--- src/rtl/rr_arb_pkg.sv ---
// Shared types and defaults for the round-robin index arbiter.
// The optional grant-lock feature is selected with the RR_ARB_LOCK_EN macro
// in rr_arb_idx; nothing in this package depends on it.
package rr_arb_pkg;

  // Arbiter control state: waiting for any request, or holding a grant.
  typedef enum logic {
    IDLE  = 1'b0,
    GRANT = 1'b1
  } rr_arb_state_t;

  // Default number of requesters.
  localparam int RR_ARB_NUM_REQ = 16;

endpackage

--- src/rtl/rr_arb_pick.sv ---
// Combinational rotating-priority search: starting at ptr and wrapping at
// NUM_REQ-1, returns the first set request bit as a binary index.
// idx is only meaningful when any is high; it is always < NUM_REQ.
module rr_arb_pick
  import rr_arb_pkg::*;
#(
  parameter int NUM_REQ = RR_ARB_NUM_REQ,
  parameter int IDX_W   = $clog2(NUM_REQ)
) (
  input  logic [NUM_REQ-1:0] req,
  input  logic [IDX_W-1:0]   ptr,
  output logic               any,
  output logic [IDX_W-1:0]   idx
);

  int               cand;
  logic [IDX_W-1:0] cand_idx;

  // Walk the search order backwards so the earliest hit overwrites later ones.
  always_comb begin
    any      = |req;
    idx      = '0;
    cand     = 0;
    cand_idx = '0;
    for (int i = NUM_REQ - 1; i >= 0; i--) begin
      cand     = (int'(ptr) + i) % NUM_REQ;
      cand_idx = IDX_W'(cand);
      if (req[cand_idx]) idx = cand_idx;
    end
  end

endmodule

--- src/rtl/rr_arb_idx.sv ---
// Round-robin arbiter presenting the winner as a registered binary index
// with a valid/ready handshake; feeds a binary-to-one-hot decoder.
// Optional feature: define RR_ARB_LOCK_EN to add lock_i, which keeps the
// current grantee across a handshake while it still requests.
module rr_arb_idx
  import rr_arb_pkg::*;
#(
  parameter int NUM_REQ = RR_ARB_NUM_REQ,
  parameter int IDX_W   = $clog2(NUM_REQ)
) (
  input  logic               clk,
  input  logic               reset,
  input  logic [NUM_REQ-1:0] req_i,
  output logic               gnt_valid_o,
  input  logic               gnt_ready_i,
  output logic [IDX_W-1:0]   gnt_idx_o
`ifdef RR_ARB_LOCK_EN
  ,
  input  logic               lock_i
`endif
);

  rr_arb_state_t    state_q, state_d;
  logic             gnt_valid_q, gnt_valid_d;
  logic [IDX_W-1:0] gnt_idx_q, gnt_idx_d;
  logic [IDX_W-1:0] ptr_q, ptr_d;

  logic             handshake;
  logic             lock_hold;
  logic [IDX_W-1:0] ptr_rot;
  logic [IDX_W-1:0] ptr_sel;
  logic             pick_any;
  logic [IDX_W-1:0] pick_idx;

  // Pointer after the current grant is accepted, and which pointer the search uses.
  always_comb begin
    handshake = gnt_valid_q & gnt_ready_i;
    ptr_rot   = (gnt_idx_q == IDX_W'(NUM_REQ - 1)) ? '0 : gnt_idx_q + IDX_W'(1);
`ifdef RR_ARB_LOCK_EN
    lock_hold = lock_i & req_i[gnt_idx_q];
`else
    lock_hold = 1'b0;
`endif
    ptr_sel   = handshake ? ptr_rot : ptr_q;
  end

  rr_arb_pick #(
    .NUM_REQ (NUM_REQ),
    .IDX_W   (IDX_W)
  ) u_pick (
    .req (req_i),
    .ptr (ptr_sel),
    .any (pick_any),
    .idx (pick_idx)
  );

  // Next-state logic: load a grant from IDLE, hold it until accepted, then rotate or lock.
  always_comb begin
    state_d     = state_q;
    gnt_valid_d = gnt_valid_q;
    gnt_idx_d   = gnt_idx_q;
    ptr_d       = ptr_q;
    case (state_q)
      IDLE: begin
        if (pick_any) begin
          gnt_idx_d   = pick_idx;
          gnt_valid_d = 1'b1;
          state_d     = GRANT;
        end
      end
      GRANT: begin
        if (handshake) begin
          if (lock_hold) begin
            gnt_idx_d = gnt_idx_q;
          end else begin
            ptr_d = ptr_rot;
            if (pick_any) begin
              gnt_idx_d = pick_idx;
            end else begin
              gnt_valid_d = 1'b0;
              state_d     = IDLE;
            end
          end
        end
      end
      default: begin
        state_d     = IDLE;
        gnt_valid_d = 1'b0;
      end
    endcase
  end

  // State registers; reset clears the grant so the decoder sees index 0.
  always_ff @(posedge clk) begin
    if (reset) begin
      state_q     <= IDLE;
      gnt_valid_q <= 1'b0;
      gnt_idx_q   <= '0;
      ptr_q       <= '0;
    end else begin
      state_q     <= state_d;
      gnt_valid_q <= gnt_valid_d;
      gnt_idx_q   <= gnt_idx_d;
      ptr_q       <= ptr_d;
    end
  end

  assign gnt_valid_o = gnt_valid_q;
  assign gnt_idx_o   = gnt_idx_q;

endmodule
--- config.mk ---
export PLATFORM = sky130hd
export DESIGN_NAME = rr_arb_idx
export DESIGN_NICKNAME = d
export VERILOG_FILES = /design/src/rtl/rr_arb_pkg.sv /design/src/rtl/rr_arb_pick.sv /design/src/rtl/rr_arb_idx.sv
export SDC_FILE = /design/constraint.sdc
export NUM_CORES = 1
export LEC_CHECK = 0
export BUFFER_PORTS_ARGS = -buffer_cell sky130_fd_sc_hd__clkbuf_2
export CAP_MARGIN = 0
export CORE_MARGIN = 4
export CORE_UTILIZATION = 50
export CTS_CLUSTER_SIZE = 8
export DETAILED_ROUTE_END_ITERATION = 10
export PLACE_DENSITY_LB_ADDON = 0.1
export SLEW_MARGIN = 25
export SYNTH_ARGS = -nofsm -noshare
export SYNTH_HDL_FRONTEND = slang
export SYNTH_SLANG_ARGS = --single-unit
--- constraint.sdc ---
create_clock -name clk -period 3.5 [get_ports clk]
set_clock_uncertainty 0.1 [all_clocks]
set_input_delay 0 -clock clk [delete_from_list [all_inputs] [get_ports clk]]
set_output_delay 0 -clock clk [all_outputs]
set_load 0.02 [all_outputs]
======== Yosys cells after proc, flatten, opt, wreduce, memory -nomap -nowiden ========
Cells that the tools add are included.
storage, ports and cells
  bits in registers ....................... 10
  bits of input ports ..................... 19
  output and inout bits ................... 5
  logic and storage cells ................. 104
cells by class
  $add $sub $neg .......................... 16
  order comparisons ....................... 16
  eq/ne operators ......................... 4
  multiplexer cells ....................... 60
  bitwise operators ....................... 2
  reductions and logical operators ........ 2
operators with widths
  operator                                                                 count
  4-bit by 5-bit < comparator with 1-bit output, second input constant     16
  4-bit 2-to-1 mux                                                         20
  1-bit binary-select mux with 4-bit select                                16
  4-bit adder, second input constant                                       8
  1-bit 2-to-1 mux                                                         21
  4-bit by 3-bit adder with 4-bit output, second input constant            4
  16-bit OR reduction                                                      1
  4-bit by 1-bit adder with 4-bit output, second input constant            2
  4-bit by 2-bit adder with 4-bit output, second input constant            2
  4-bit one-hot mux with 2 select lines                                    1
  4-bit == test, second input constant                                     1
  2-bit inequality test, second input constant                             2
  1-bit one-hot mux with 2 select lines                                    2
  3-bit AND reduction                                                      1
  2-bit by 1-bit inequality test with 1-bit output, second input constant  1
  1-bit bitwise AND                                                        1
  1-bit inverter                                                           1

======== Depth between registers and ports, before layout ========
  depth after elaboration ................. 25
  gate-level depth with buffers ........... 16
  gate-level depth less buffers ........... 14

======== Cells and area by module ========
From an unflattened synthesis, not the netlist that was laid out.
unflattened totals
  cell total of the unflattened synthesis .. 311
  area, all modules ....................... 2,926.6 um^2
by module, submodules not included
  module       times used  cells an instance  area each (um^2)  seq. area each (um^2)
  rr_arb_pick  1           256                2,408.6           0.0
  rr_arb_idx   1           55                 518.0             200.2

======== Worst setup path before layout ========
Ideal clock, no wire load.
  kind .................................... reg-to-reg
  start ................................... register gnt_idx_q[0], in the netlist gnt_idx_o[0]
  end ..................................... register gnt_idx_q[2], in the netlist gnt_idx_o[2]
  library setup time ...................... 0.059 ns
  data arrival time ....................... 3.863 ns
  data required time ...................... 3.341 ns
  path slack .............................. -0.522 ns
  cell stages (with the launch flop) ...... 17
  buffers on the path ..................... 2
  period minus slack after synthesis ...... 4.022 ns
  cell sequence ........................... dfxtp_1 > ha_1 > and3_4 > a2bb2oi_4 > inv_4 > buf_6 > ha_1 > clkbuf_1 > clkinv_1 > mux4_2 > nor2_1 > or2_1 > o21ai_0 > nand3_1 > or4_1 > a211oi_1 > o31a_1
on the way
  longest elaborated chain between the ends .. 25
  elaborated cells on any way between the ends .. 70
  classes of those cells .................. add/sub (16); eq/ne (1); mux (53)
ends and longest elaborated chain
  what                                                                     line                                text
  from (decl)                                                              rr_arb_idx.sv:25                    logic [IDX_W-1:0] gnt_idx_q, gnt_idx_d;
  from (signal assigned)                                                   rr_arb_idx.sv:103                   gnt_idx_q <= gnt_idx_d;
  4-bit by 1-bit adder with 4-bit output or 4-bit == test (tied branches)  rr_arb_idx.sv:38                    ptr_rot = (gnt_idx_q == IDX_W'(NUM_REQ - 1)) ? '0 : gnt_idx_q + IDX_W'(1);
  4-bit 2-to-1 mux *                                                       rr_arb_idx.sv:38
  4-bit 2-to-1 mux *                                                       -
  4-bit adder                                                              rr_arb_pick.sv:26                   cand = (int'(ptr) + i) % NUM_REQ;
  1-bit binary-select mux with 4-bit select                                rr_arb_pick.sv:28                   if (req[cand_idx]) idx = cand_idx;
  1-bit 2-to-1 mux (implied by the code)                                   rr_arb_pick.sv:28
  4-bit 2-to-1 mux (15 in a row)                                           rr_arb_pick.sv:28
  4-bit 2-to-1 mux *                                                       rr_arb_pick.sv:28
  4-bit 2-to-1 mux *                                                       rr_arb_idx.sv:65, rr_arb_idx.sv:77
  4-bit 2-to-1 mux                                                         rr_arb_idx.sv:72                    if (handshake) begin
  4-bit one-hot mux with 2 select lines *                                  rr_arb_idx.sv:63                    case (state_q)
Mark *: on every way between the ends. The rest lies on a longest branch, timed or not. The select of a mux whose other input is x is not followed.
A chain may end at the register's enable or synchronous reset.

======== Worst setup path after layout ========
Ends and elaborated chain as after synthesis.

==> results_dict.tcl <==
set metrics [dict create \
    holdBufCountCts 0 \
    max_cap_viol_count 0 \
    grt_max_degree 19 \
    holdWs_ns 0.01750 \
    grt_remaining_overflow 0 \
    grt_usage 0.2855 \
    post_drt_wl_per_cell_um 20.69 \
    ant_nets 0 \
    initial_core_util 0.5162 \
    drt_wl_total_um 9474 \
    fin_nets 415 \
    power_density_nw_per_um2 575.5 \
    dp_hpwl_um 7087 \
    clockRootBuffer "clkbuf_8" \
    die_area_um2 6498 \
    cp.arrival_ns 3.55 \
    crit_top_cell "mux2i_2" \
    max_stage_delay_ns 0.56 \
    antenna_found_initial 0 \
    rsz0062_at_grt "yes" \
    syn_inst 314 \
    finalHoldViolCount 0 \
    p_leak_nw 1.474 \
    htree_levels 1 \
    ys_types 72 \
    min_period_ns 3.474 \
    cp_max_fo 4 \
    cts_tree "done" \
    clockBufferDepth 2 \
    crit_path_top_delay_cell "or4_4" \
    cts.sinks 10 \
    antenna-diode-count 0 \
    synth-edff-count 0 \
    drv_slew 0 \
    ys_async_sr_fraction 0 \
    seq_area_frac_synth 0.07594 \
    vias_per_cell 6.555 \
    synth_nets 340 \
    startpoint_type "flop" \
    port_buffers 23 \
    syn_area_um2 2636 \
    endpoint_kind "flop" \
    slew_headroom 0.6648 \
    drt_iter0_drc 247 \
    io_pins 24 \
    gp_congestion 0.9542 \
    clock_latency_ns 0.24 \
    post-route-period-util 0.9926 \
    hold_path.class "input port to flop" \
    pre_cts_ws_ns -0.07243 \
    status "completed" \
    yosys_warnings 0 \
    fmax_ghz 0.2879 \
    yosys_register_bits 10 \
    die_w_um 80.61 \
    core.rowCount 26 \
    die_height_um 80.61 \
    path_clk_slew_ns 0.05 \
    route.detailed.drc 0 \
    final-setup-viol-count 0 \
    avgSynthCellArea_um2 8.396 \
    fin_ws_ns 0.02601 \
    vias 3002 \
    grt_pass1_vias 2705 \
    crit_type "flop to flop" \
    cts_buffers 3 \
    syn2layout_area_growth_pct 38.49 \
    ir_worst_vdd_v 0.0003046 \
    grt_pass1_wl_um 14210 \
    required_ns 3.58 \
    drive_above_1_share 0.4742 \
    core_area_um2 5107 \
    synthFlopType "dfxtp_1" \
    dr.pass1.iters 5 \
    worstMarginPinSlew_ns 0.5029 \
    path_cells "ha_4, and3_4, a2bb2oi_4, inv_4, ha_4, xnor2_4, buf_6, mux2i_2, mux2i_2, mux2i_2, a311oi_1, or4_4, a211oi_2, o31a_1" \
]
-- worst max-delay path, delay by kind of cell (launching register included) --
family | cells | cell delay [ns]
adder cells (fa/ha/maj) | 2 | 0.32
AND/OR/NAND/NOR | 2 | 0.76
buffers and inverters | 2 | 0.24
AO/OA/AOI/OAI | 4 | 0.70
XOR/XNOR | 1 | 0.29
multiplexers | 3 | 0.64
flip-flops | 1 | 0.35
-- layout make-up --
cell class | instances | area [um2]
multi-input cells | 279 | 2626
fillers | 387 | 1456
repair buffers | 82 | 610.6
flip-flops and latches | 10 | 212.7
well taps | 70 | 87.58
inverters | 13 | 58.81
clock buffers | 4 | 55.05
-- sequential cells by signal (all words and copies together) (netlist names) --
register	count
gnt_idx_o	4
gnt_valid_o	1
state_q	1
ptr_q	4
-- synthesized netlist by cell type, types with 4 or more instances --
library cell,number,area (um2)
a31oi_1,5,31.28
ha_1,7,87.58
mux2i_1,33,330.3
inv_1,8,30.03
nor2_1,23,86.33
o211ai_1,8,60.06
mux2i_4,4,90.09
mux2_4,4,60.06
clkbuf_1,4,15.01
dfxtp_1,10,200.2
xnor2_1,7,61.31
mux2_2,6,67.56
o21ai_1,4,20.02
mux4_2,9,202.7
o22ai_1,6,37.54
mux2i_2,5,68.82
nand3_1,10,50.05
a21oi_1,13,65.06
nor4_1,4,25.02
a22oi_1,4,30.03
and2_1,5,31.28
nand2_1,37,138.9
a211oi_1,7,52.55
a21o_1,5,37.54
o21ai_0,13,65.06
-- report_power, final --
part / internal [mW] / switching [mW]
clock network: 0.0992 / 0.0485
logic: 0.831 / 0.971
registers: 0.133 / 0.0185
total: 1.06 / 1.04
-- through the flow --
step	total power [mW]	instances	area, um2	setup TNS, ns	utilization
final	2.101	458	3651	0	0.7148
after global routing	2.229	458	3651	-0.1266	0.7148
after CTS	1.846	445	3261	0	0.6384
after detailed placement	1.683	441	3191	-0.07243	0.6247
after global placement	1.680	441	3191	-0.01060	0.6247
after floorplan	1.185	314	2686	-0.06953	-
-- per-layer routing --
layer | part of all wire | track usage | up-vias
met4 | 0.038 | 0.1250 | 0
met1 | 0.42 | 0.3733 | 1451
li1 | - | - | 1370
met5 | 0 | 0 | -
met2 | 0.49 | 0.4810 | 148
met3 | 0.050 | 0.01794 | 33
-- repair_timing --
action,4_1_cts,5_1_grt
buffers inserted,0,13
pin swaps,0,12
gates resized for setup,4,59
setup endpoints to repair,1,4
-- cells by family (layout without fill, tap and decap cells) --
logic type	Yosys count	count (layout)	synth area share
muxes	63	63	0.3194
xor gates and xnor gates	16	16	0.07879
buffers and inverters	25	99	0.04983
adders and majority gates	7	7	0.03322
DFF	10	10	0.07594
AOI/OAI and AO/OA	94	94	0.2610
and+or+nand+nor	99	99	0.1818
-- path summary, 6_finish.rpt --
kind	startpoint	to	slack (ns)	cells past startpoint
worst min register to register	ptr_q[2]	ptr_q[2]	0.41	2
worst max-delay path	gnt_idx_o[0]	gnt_idx_o[2]	0.03	14
worst min-delay path	reset	gnt_valid_o	0.02	2
worst max register to register	gnt_idx_o[0]	gnt_idx_o[2]	0.03	14
-- placed cells by master, fill, tap and decap left out, types with 3 or more instances in the layout --
cell type / count
a211oi_1: 5
a21o_1: 3
a21oi_1: 13
a22oi_1: 4
a31oi_1: 5
and2_1: 4
buf_12: 3
buf_4: 53
clkbuf_2: 23
clkbuf_8: 4
dfxtp_1: 6
dfxtp_4: 3
ha_1: 4
inv_1: 8
mux2_2: 7
mux2_4: 4
mux2i_1: 13
mux2i_2: 14
mux2i_4: 15
mux4_2: 9
nand2_1: 36
nand3_1: 9
nand4_1: 3
nor2_1: 21
nor3_1: 3
nor4_1: 4
o2111ai_1: 3
o211ai_1: 8
o21ai_0: 11
o21ai_1: 5
o22ai_1: 5
xnor2_1: 5
xnor2_2: 4
Note: power is estimated with default switching activity, not from simulation.
